--- src/rtl/sd_card_cmd_responder_if.sv ---
// CMD-line bundle between an SD host (master) and the card-side responder (slave).
// Signal names keep the card's pin naming so the pad wrapper maps one-to-one.
interface sd_card_cmd_responder_if;
    localparam int unsigned IDX_W = 6;
    localparam int unsigned ARG_W = 32;

    logic             sdclk_i;
    logic             cmd_i;
    logic             cmd_o;
    logic             cmd_oe_o;
    logic             cmd_valid_o;
    logic [IDX_W-1:0] cmd_index_o;
    logic [ARG_W-1:0] cmd_arg_o;
    logic             crc_err_o;

    modport master (
        output sdclk_i, cmd_i,
        input  cmd_o, cmd_oe_o, cmd_valid_o, cmd_index_o, cmd_arg_o, crc_err_o
    );

    modport slave (
        input  sdclk_i, cmd_i,
        output cmd_o, cmd_oe_o, cmd_valid_o, cmd_index_o, cmd_arg_o, crc_err_o
    );
endinterface

--- src/rtl/sd_card_cmd_responder.sv ---
// Card-side SD CMD-line responder: receives 48-bit commands, checks CRC7,
// decodes CMD0/CMD8/CMD55 and answers R7/R1 after an NCR gap of SDCLK falls.
module sd_card_cmd_responder #(
    parameter int unsigned NCR = 2
) (
    input  logic                        clk_i,
    input  logic                        rst_i,
    sd_card_cmd_responder_if.slave      sd
);
    localparam int unsigned FRAME_W   = 48;
    localparam int unsigned PAYLOAD_W = 40;
    localparam int unsigned CRC_W     = 7;
    localparam int unsigned IDX_W     = 6;
    localparam int unsigned ARG_W     = 32;
    localparam int unsigned CNT_W     = 7;

    localparam logic [IDX_W-1:0] IDX_CMD0  = 6'd0;
    localparam logic [IDX_W-1:0] IDX_CMD8  = 6'd8;
    localparam logic [IDX_W-1:0] IDX_CMD55 = 6'd55;

    generate
        if ((NCR < 2) || (NCR > 64)) begin : g_ncr_range
            $error("sd_card_cmd_responder: NCR must be within 2..64");
        end
    endgenerate

    typedef enum logic [2:0] {
        S_IDLE,
        S_RECV,
        S_DECODE,
        S_NCR,
        S_SEND
    } state_t;

    // MSB-first CRC7, x^7+x^3+1, zero seed; shared by RX check and TX build.
    function automatic logic [CRC_W-1:0] crc7(input logic [PAYLOAD_W-1:0] data);
        logic [CRC_W-1:0] c;
        logic             fb;
        c = '0;
        for (int i = PAYLOAD_W - 1; i >= 0; i--) begin
            fb = data[i] ^ c[CRC_W-1];
            c  = {c[CRC_W-2:0], 1'b0};
            if (fb) c = c ^ 7'h09;
        end
        return c;
    endfunction

    logic sdclk_s1, sdclk_s2, sdclk_d;
    logic cmd_s1, cmd_s2;
    logic sd_rise, sd_fall;

    state_t             state, state_n;
    logic [FRAME_W-1:0] sr, sr_n;
    logic [CNT_W-1:0]   cnt, cnt_n;
    logic               app_q, app_n;
    logic               ill_q, ill_n;
    logic               ccrc_q, ccrc_n;
    logic               cmd_o_q, cmd_o_n;
    logic               oe_q, oe_n;
    logic               valid_q, valid_n;
    logic               crc_err_q, crc_err_n;
    logic [IDX_W-1:0]   idx_q, idx_n;
    logic [ARG_W-1:0]   arg_q, arg_n;

    logic [ARG_W-1:0]     status_word;
    logic [ARG_W-1:0]     status_r1;
    logic [CRC_W-1:0]     rx_crc;
    logic [PAYLOAD_W-1:0] resp_payload;
    logic [CRC_W-1:0]     resp_crc;

    // Two-flop synchronisers; CMD idles high so it resets to 1.
    always_ff @(posedge clk_i) begin
        if (rst_i) begin
            sdclk_s1 <= 1'b0;
            sdclk_s2 <= 1'b0;
            sdclk_d  <= 1'b0;
            cmd_s1   <= 1'b1;
            cmd_s2   <= 1'b1;
        end else begin
            sdclk_s1 <= sd.sdclk_i;
            sdclk_s2 <= sdclk_s1;
            sdclk_d  <= sdclk_s2;
            cmd_s1   <= sd.cmd_i;
            cmd_s2   <= cmd_s1;
        end
    end

    assign sd_rise = sdclk_s2 & ~sdclk_d;
    assign sd_fall = ~sdclk_s2 & sdclk_d;

    assign status_word = {8'h00, ccrc_q, ill_q, 13'h0000, 1'b1, 2'b00, app_q, 5'h00};

    // Response payload: R7 echoes check pattern/VHS, R1 reports status with APP_CMD set.
    always_comb begin
        status_r1    = status_word;
        status_r1[5] = 1'b1;
        if (sr[45:40] == IDX_CMD8) begin
            resp_payload = {2'b00, IDX_CMD8, 20'h00000, sr[19:8]};
        end else begin
            resp_payload = {2'b00, IDX_CMD55, status_r1};
        end
    end

    assign rx_crc   = crc7(sr[FRAME_W-1:CRC_W+1]);
    assign resp_crc = crc7(resp_payload);

    always_ff @(posedge clk_i) begin
        if (rst_i) begin
            state     <= S_IDLE;
            sr        <= '0;
            cnt       <= '0;
            app_q     <= 1'b0;
            ill_q     <= 1'b0;
            ccrc_q    <= 1'b0;
            cmd_o_q   <= 1'b1;
            oe_q      <= 1'b0;
            valid_q   <= 1'b0;
            crc_err_q <= 1'b0;
            idx_q     <= '0;
            arg_q     <= '0;
        end else begin
            state     <= state_n;
            sr        <= sr_n;
            cnt       <= cnt_n;
            app_q     <= app_n;
            ill_q     <= ill_n;
            ccrc_q    <= ccrc_n;
            cmd_o_q   <= cmd_o_n;
            oe_q      <= oe_n;
            valid_q   <= valid_n;
            crc_err_q <= crc_err_n;
            idx_q     <= idx_n;
            arg_q     <= arg_n;
        end
    end

    always_comb begin
        state_n   = state;
        sr_n      = sr;
        cnt_n     = cnt;
        app_n     = app_q;
        ill_n     = ill_q;
        ccrc_n    = ccrc_q;
        cmd_o_n   = cmd_o_q;
        oe_n      = oe_q;
        valid_n   = 1'b0;
        crc_err_n = 1'b0;
        idx_n     = idx_q;
        arg_n     = arg_q;

        unique case (state)
            S_IDLE: begin
                if (sd_rise && !cmd_s2) begin
                    state_n = S_RECV;
                    sr_n    = '0;
                    cnt_n   = CNT_W'(1);
                end
            end
            S_RECV: begin
                if (sd_rise) begin
                    sr_n  = {sr[FRAME_W-2:0], cmd_s2};
                    cnt_n = cnt + CNT_W'(1);
                    if (cnt == CNT_W'(FRAME_W - 1)) state_n = S_DECODE;
                end
            end
            S_DECODE: begin
                state_n = S_IDLE;
                cnt_n   = '0;
                if (!sr[46]) begin
                    // Not host-originated: drop without any indication.
                end else if ((rx_crc != sr[CRC_W:1]) || !sr[0]) begin
                    crc_err_n = 1'b1;
                    ccrc_n    = 1'b1;
                end else begin
                    valid_n = 1'b1;
                    idx_n   = sr[45:40];
                    arg_n   = sr[39:8];
                    case (sr[45:40])
                        IDX_CMD0: begin
                            app_n  = 1'b0;
                            ill_n  = 1'b0;
                            ccrc_n = 1'b0;
                        end
                        IDX_CMD8: begin
                            app_n   = 1'b0;
                            sr_n    = {resp_payload, resp_crc, 1'b1};
                            state_n = S_NCR;
                        end
                        IDX_CMD55: begin
                            // Error bits are reported once, in this R1.
                            app_n   = 1'b1;
                            ill_n   = 1'b0;
                            ccrc_n  = 1'b0;
                            sr_n    = {resp_payload, resp_crc, 1'b1};
                            state_n = S_NCR;
                        end
                        default: begin
                            ill_n = 1'b1;
                            app_n = 1'b0;
                        end
                    endcase
                end
            end
            S_NCR: begin
                if (sd_fall) begin
                    if (cnt == CNT_W'(NCR - 1)) begin
                        oe_n    = 1'b1;
                        cmd_o_n = sr[FRAME_W-1];
                        sr_n    = {sr[FRAME_W-2:0], 1'b1};
                        cnt_n   = CNT_W'(FRAME_W - 1);
                        state_n = S_SEND;
                    end else begin
                        cnt_n = cnt + CNT_W'(1);
                    end
                end
            end
            S_SEND: begin
                // cnt holds bits still to drive; at zero the end bit has had its period.
                if (sd_fall) begin
                    if (cnt == '0) begin
                        oe_n    = 1'b0;
                        cmd_o_n = 1'b1;
                        state_n = S_IDLE;
                    end else begin
                        cmd_o_n = sr[FRAME_W-1];
                        sr_n    = {sr[FRAME_W-2:0], 1'b1};
                        cnt_n   = cnt - CNT_W'(1);
                    end
                end
            end
            default: begin
                state_n = S_IDLE;
            end
        endcase
    end

    assign sd.cmd_o       = cmd_o_q;
    assign sd.cmd_oe_o    = oe_q;
    assign sd.cmd_valid_o = valid_q;
    assign sd.crc_err_o   = crc_err_q;
    assign sd.cmd_index_o = idx_q;
    assign sd.cmd_arg_o   = arg_q;

endmodule

--- src/flat_wrapper.sv ---
// flat-port wrapper written by rule: the top's interface ports become plain ports
module sd_card_cmd_responder_flat 
#(
    parameter int unsigned NCR = 2
)
  (clk_i, rst_i, sd_sdclk_i, sd_cmd_i, sd_cmd_o, sd_cmd_oe_o, sd_cmd_valid_o, sd_cmd_index_o, sd_cmd_arg_o, sd_crc_err_o);
  sd_card_cmd_responder_if sd_i ();
  input  logic clk_i;
  input  logic rst_i;
  input wire logic [$bits(sd_i.sdclk_i)-1:0] sd_sdclk_i;
  input wire logic [$bits(sd_i.cmd_i)-1:0] sd_cmd_i;
  output wire logic [$bits(sd_i.cmd_o)-1:0] sd_cmd_o;
  output wire logic [$bits(sd_i.cmd_oe_o)-1:0] sd_cmd_oe_o;
  output wire logic [$bits(sd_i.cmd_valid_o)-1:0] sd_cmd_valid_o;
  output wire logic [$bits(sd_i.cmd_index_o)-1:0] sd_cmd_index_o;
  output wire logic [$bits(sd_i.cmd_arg_o)-1:0] sd_cmd_arg_o;
  output wire logic [$bits(sd_i.crc_err_o)-1:0] sd_crc_err_o;
  assign sd_i.sdclk_i = sd_sdclk_i;
  assign sd_i.cmd_i = sd_cmd_i;
  assign sd_cmd_o = sd_i.cmd_o;
  assign sd_cmd_oe_o = sd_i.cmd_oe_o;
  assign sd_cmd_valid_o = sd_i.cmd_valid_o;
  assign sd_cmd_index_o = sd_i.cmd_index_o;
  assign sd_cmd_arg_o = sd_i.cmd_arg_o;
  assign sd_crc_err_o = sd_i.crc_err_o;
  sd_card_cmd_responder #(.NCR(NCR)) u_core (.clk_i(clk_i), .rst_i(rst_i), .sd(sd_i));
endmodule
--- config.mk ---
export PLATFORM = sky130hd
export DESIGN_NAME = sd_card_cmd_responder_flat
export DESIGN_NICKNAME = d
export VERILOG_FILES = /design/src/rtl/sd_card_cmd_responder_if.sv /design/src/rtl/sd_card_cmd_responder.sv /design/src/flat_wrapper.sv
export SDC_FILE = /design/constraint.sdc
export NUM_CORES = 1
export LEC_CHECK = 0
export ABC_AREA = 1
export CELL_PAD_IN_SITES_DETAIL_PLACEMENT = 0
export CELL_PAD_IN_SITES_GLOBAL_PLACEMENT = 1
export CORE_MARGIN = 10
export CORE_UTILIZATION = 38
export CTS_CLUSTER_DIAMETER = 150
export CTS_CLUSTER_SIZE = 24
export DETAILED_ROUTE_END_ITERATION = 8
export GPL_TIMING_DRIVEN = 0
export PLACE_DENSITY_LB_ADDON = 0.25
export REMOVE_ABC_BUFFERS = 1
export SETUP_SLACK_MARGIN = 0.5
export SLEW_MARGIN = 25
export SYNTH_ARGS = -nofsm -noshare
export SYNTH_HDL_FRONTEND = slang
export SYNTH_SLANG_ARGS = --single-unit
--- constraint.sdc ---
create_clock -name clk_i -period 3.6 [get_ports clk_i]
set_clock_uncertainty 0.15 [all_clocks]
set_input_delay 0.72 -clock clk_i [delete_from_list [all_inputs] [get_ports clk_i]]
set_output_delay 0.72 -clock clk_i [all_outputs]
set_load 0.05 [all_outputs]
* After elaboration in Yosys (flattened, before gate mapping)
Cells that the tools add are included.
Cells by class: multiplexer cells 124, equality and inequality tests 20, reductions and logical operators 22, bitwise logic cells 164, $add $sub $neg 2
Operators with widths (number):
- $mux 48 | 9
- $mux 4 | 80
- $pmux 48 s5 | 1
- $not 2->2 | 78
- $xor 1x1->1 | 72
- $mux 7 | 6
- $mux 38 | 1
- $pmux 7 s5 | 1
- $mux 3 | 9
- $ne 2x1->1 const B | 8
- $pmux 3 s5 | 1
- $reduce_and 7->1 | 2
- $mux 1 | 12
- $reduce_and 10->1 | 1
- $reduce_and 4->1 | 2
- $add 7x1->7 const B | 1
- $eq 7x1->1 const B | 1
- $eq 7x6->1 const B | 1
- $logic_not 7->1 | 1
- $ne 7x7->1 | 1
- $sub 7x1->7 const B | 1
- $eq 3x2->1 const B | 2
- $eq 6x4->1 const B | 1
- $eq 6x6->1 const B | 1
- other kinds (21) | 39
Word-level totals: input port bits 4, logic and storage cells 349, bits in registers 107, output and inout port bits 42

* Logic depth before layout (Yosys ltp)
depth in word-level cells 84, gate-level depth with buffers 36, depth with buffers taken out 35

* Worst setup path after synthesis
OpenSTA, ideal clock, no wires.
path type reg2reg, from reg u_core.sr[43], to reg u_core.sr[40], setup slack 0.223 ns, required time 3.318 ns, library setup time 0.132 ns, buffers on the path 2, cell stages (with the launch flop) 34, arrival time 3.094 ns, period minus slack after synthesis 3.377 ns, cell sequence dfxtp_1 -> buf_2 -> inv_2 -> nand2_1 -> nand3_1 -> nand2_1 -> nand2_2 -> nand2_1 -> nand2_1 -> nand2_1 -> nand2_1 -> nand2_1 -> nand2_2 -> nand2_2 -> nand2_1 -> nand2_1 -> nand2_2 -> nand2_1 -> nand3_1 -> nand2_1 -> inv_2 -> nand2_1 -> nand2_1 -> nand2_1 -> nand2_1 -> nor2_1 -> nand2_1 -> nor2_2 -> nand4_2 -> nand2_2 -> nand2_4 -> buf_2 -> nand2_1 -> a21oi_1
Between the ends: longest elaborated chain between the ends 36, elaborated cells between the ends (all ways) 100, classes of those cells 5 x eq/ne; 41 x mux; 51 x bitwise; 3 x reduce/logical
RTL lines:
- start, declared | RTL line sd_card_cmd_responder.sv:53 | logic [FRAME_W-1:0] sr, sr_n;
- start signal, assigned | RTL line sd_card_cmd_responder.sv:123 | sr <= sr_n;
- $xor 1x1->1 | RTL line sd_card_cmd_responder.sv:41 | fb = data[i] ^ c[CRC_W-1];
- $mux 4 | RTL line sd_card_cmd_responder.sv:43 | if (fb) c = c ^ 7'h09;
- $mux 4 / $xor 1x1->1 (equally long branches) | RTL line sd_card_cmd_responder.sv:43, sd_card_cmd_responder.sv:41
- $mux 4 | RTL line sd_card_cmd_responder.sv:43
- $not 2->2 (no line) / $mux 4 (equally long branches)
- $mux 4 | RTL line sd_card_cmd_responder.sv:43
- $xor 1x1->1 / $not 2->2 (equally long branches)
- $mux 4 | RTL line sd_card_cmd_responder.sv:43
- (+20 left out)
- $not 2->2 (no line) / $mux 4 (equally long branches)
- $mux 4 | RTL line sd_card_cmd_responder.sv:43
- $xor 1x1->1 / $not 2->2 (equally long branches)
- $mux 4 | RTL line sd_card_cmd_responder.sv:43
- $ne 7x7->1 | RTL line sd_card_cmd_responder.sv:171 | end else if ((rx_crc != sr[CRC_W:1]) || !sr[0]) begin
- $logic_or 1x1->1 | RTL line sd_card_cmd_responder.sv:171
- $ne 2x2->1 (no line)
- $reduce_and 10->1 (no line)
Parallel ways exist; a longest one is shown, timed or not. The select of a mux whose other input is x is not followed. A chain may end at the register's enable or synchronous reset.

* Worst setup path in the final report
from reg u_core.sr[47], to reg u_core.sr[12]
Between the ends: longest elaborated chain between the ends 39, elaborated cells between the ends (all ways) 102, classes of those cells 2 x eq/ne; 40 x mux; 58 x bitwise; 2 x reduce/logical
RTL lines (RTL line):
- $mux 4 (*) | sd_card_cmd_responder.sv:43
- $mux 4 (2 in a row) | sd_card_cmd_responder.sv:43
- $not 2->2 (no line)
- $mux 4 | sd_card_cmd_responder.sv:43
- $xor 1x1->1 | sd_card_cmd_responder.sv:41
- $mux 4 (3 in a row) | sd_card_cmd_responder.sv:43
- $not 2->2 (no line)
- $mux 4 | sd_card_cmd_responder.sv:43
- (+18 left out)
- $xor 1x1->1 | sd_card_cmd_responder.sv:41
- $mux 4 (3 in a row) | sd_card_cmd_responder.sv:43
- $not 2->2 (no line)
- $mux 4 | sd_card_cmd_responder.sv:43
- $ne 7x7->1 (*) | sd_card_cmd_responder.sv:171
- $logic_or 1x1->1 (*) | sd_card_cmd_responder.sv:171
- $ne 2x2->1 (no line) (*)
- $reduce_and 10->1 (no line) (*)
Every way passes the cells marked *; elsewhere a longest branch is shown, timed or not.

==> results.md <==
- Max_cap viols: 0
- Via density per instance: between 5 and 6
- Final HPWL from detailed placement: between 10,000 and 15,000 um
- Number of register bits inferred by synthesis: roughly 110
- Fin cells: roughly 1.4k
- Category of the worst setup path capture point: register
- Router iterations before antenna repair: 5
- Remaining Overflow, GRT: 0
- Post-synth cell types: 36
- Initial core utilization: 0.385
- Slowest CP cell: sky130_fd_sc_hd__dfxtp_4
- Clock tree from TritonCTS: done
- Critical path type: register to register
- Failing checks: negative setup slack
- Most common cell type on the critical path: sky130_fd_sc_hd__nand2_4
- Area overhead of the layout relative to synthesis: 39.9%
- Die H: 152 um
- Initial antenna violation count: 0
- Insertion delay of the later-clocked pin in the worst-skew pair: 0.37 ns
- # H-tree levels: 3
- Run status: finished, violations left
- Layout cells sized above 1: 0.304
- Die width: 152 um
- FF-to-FF End: u_core.sr[12]
- Synth Cell Area: between 6000 and 7000 um^2
- Number of primary I/O pins: 46
- Endpoint required time on the critical path: approximately 3.7 ns
- Via count of the routed design: a little over 7k
- Setup repair after global routing missed its margin: true
- Stage delay of the slowest cell on the critical path: ~0.41 ns
- Number of failing hold endpoints at the final stage: 0
- Core area: 17,200 um^2
- Multi-input gate area: 5070 um^2
- Clock root cell: sky130_fd_sc_hd__clkbuf_16
- Global-route wire length before repair: 34,800 um
- Flop-to-flop setup slack: -0.25 ns
- Filler Cells Inserted: around 1.7k
- Tmin final: ~3.9 ns
- Final Max Slew Viols: 0
- Worst hold slack: between 0.2 and 0.3 ns
- Clock slew at reported path FFs: approximately 0.080 ns
- Sum of routed wire length over all layers: around 22,000 um
- Proportion of netlist area held by the largest area contributor: 0.324
- Commonest non-fill, non-tap cell in the layout: sky130_fd_sc_hd__nand2_1
- Dpl cells: around 1.3k
- Startpoint of the most critical register-to-register path: u_core.sr[47]
- Path class of the lowest-slack min-delay path: register to register
- Leading cell types by total area after synthesis: sky130_fd_sc_hd__dfxtp_1, sky130_fd_sc_hd__nand2_1, sky130_fd_sc_hd__nand3_1
- Number of sinks on the clock net: around 110
- Largest area contributor in the synthesized netlist: sky130_fd_sc_hd__dfxtp_1
- Maximum number of pins on one net before global-route repair: 37
- Average routed wire per standard cell: 15.8 um
- Leading cell types in the layout, fill and taps excluded: sky130_fd_sc_hd__nand2_1, sky130_fd_sc_hd__nor2_1, sky130_fd_sc_hd__dfxtp_1, sky130_fd_sc_hd__nand2_2, sky130_fd_sc_hd__a21oi_1
- Number of buffers created by CTS: 9
- Hold-critical path depth: 2
- Area occupied by registers: 2180 um^2
- Arr. time, crit path: around 4 ns
- Number of global-route vias before repair: between 6k and 7k
- Count of port buffers added during placement: between 40 and 50
- Fmax: between 0.2 and 0.3 GHz
- Number of buffers added to fix hold violations after cts: 0
- Remaining design rule violation count: 0
- Gpl congestion: just over 0.8
- Transition time at the pin with the least slew margin: approximately 1.0 ns
- Overall die area: roughly 23,000 um^2
- Min-Delay Startpoint: u_core.sdclk_s1
- Max Root-Sink Buffers: 2
- Number of antenna-violating nets in the routed design: 0
- Net count of the finished layout: about 1.1k
- Crit-path max FO: 11
- Startpoint class of the critical path: register
- Row cnt: 48
- Cell count after synthesis: approximately 1.1k
- Portion of the post-synthesis area used by sequential elements: 0.324
- Relative slew slack: 0.306
- Antenna diode instance count: 0
- Final period utilization: 1.07
- Worst Reg2Reg Path Length in Cells: 31
- GRT Overall Usage: 0.179
- Hold Path Sink: u_core.sdclk_s2
- Worst setup margin: -0.254 ns
- Number of warning messages in the yosys log: 0
- Avg Synthesized Cell Area: 6.16 um^2
- Drt initial violations: between 500 and 600
- Endpoints failing setup: 90
[layout make-up]
class / instances / share of cell area
multi-input cells: 823 / 0.549
flip-flops and latches: 107 / 0.236
repair buffers: 86 / 0.101
inverters: 105 / 0.0467
well taps: 225 / 0.0305
clock buffers: 9 / 0.0244
clock inverters: 7 / 0.00907
repair inverters: 2 / 0.00352
[logic make-up after synthesis]
family,Yosys count,synth area share
flip-flops,107,0.324
XOR/XNOR,21,0.0278
buffers and inverters,148,0.0939
AND/OR/NAND/NOR,625,0.413
adder cells (fa/ha/maj),4,0.00758
AO/OA/AOI/OAI,168,0.133
[what timing repair did]
action / CTS / global route
setup endpoints to repair: 92 / 92
pin swaps: 57 / 100
gates cloned: 9 / 0
resized for setup: 192 / 187
setup buffers: 30 / 6
[metal layers]
| metal | global-route usage | vias to the layer above | wire length, um |
|---|---|---|---|
| li1 | - | 3598 | - |
| met1 | 0.234 | 3319 | 9860 |
| met2 | 0.298 | 138 | 10500 |
| met3 | 0.0373 | 19 | 945 |
| met4 | 0.0371 | 0 | 206 |
| met5 | 0 | - | 0 |
[worst max-delay path by stage]
stage | from | endpoint | slack, ns | cells past startpoint
global placement | u_core.sr[45] | u_core.sr[24] | -1.49 | 31
detailed placement | u_core.sr[44] | u_core.sr[22] | -1.48 | 31
finish | u_core.sr[47] | u_core.sr[12] | -0.25 | 31
floorplan | u_core.sr[44] | u_core.sr[20] | -0.20 | 31
CTS | u_core.sr[45] | u_core.sr[33] | -0.19 | 31
global route | u_core.sr[44] | u_core.sr[34] | -0.54 | 33
[metrics by stage]
step / setup slack (ns) / area (um^2) / utilization / TNS (ns)
after global routing: -0.539 / 9250 / 0.538 / -42.17
after CTS: -0.192 / 8490 / 0.494 / -11.95
final: -0.254 / 9250 / 0.538 / -17.19
after floorplan: -0.197 / 6380 / - / -10.51
after global placement: -1.49 / 7110 / 0.414 / -119.88
after detailed placement: -1.48 / 7180 / 0.418 / -112.94
[cell usage after synthesis, drive strengths merged]
cell type    n
xnor2        9
a31oi        3
nor2       115
dfxtp      107
buf         24
o21ai       72
o211ai       2
clkbuf      19
nand4       26
nand2      366
xor2        12
o22ai        1
or2          2
nor4         1
a211oi       3
ha           4
clkinv       2
inv        103
nand3      105
nor3         4
a21oi       84
nand3b       6
o311ai       3
[state kept, by name, indices dropped and copies added (netlist names), 3 cells and up]
register               cells
u_core.sd.cmd_index_o      6
u_core.state               3
u_core.sd.cmd_arg_o       32
u_core.sr                 48
u_core.cnt                 7
[worst max-delay path, delay by kind of cell (launching register included)]
family | cells | cell delay (ns)
flops | 1 | 0.41
simple gates | 26 | 2.79
compound gates | 1 | 0.06
buf+inv | 4 | 0.34
Power is not shown: default switching activity piles up to over one toggle a cycle in this logic, so the estimate is an artifact.
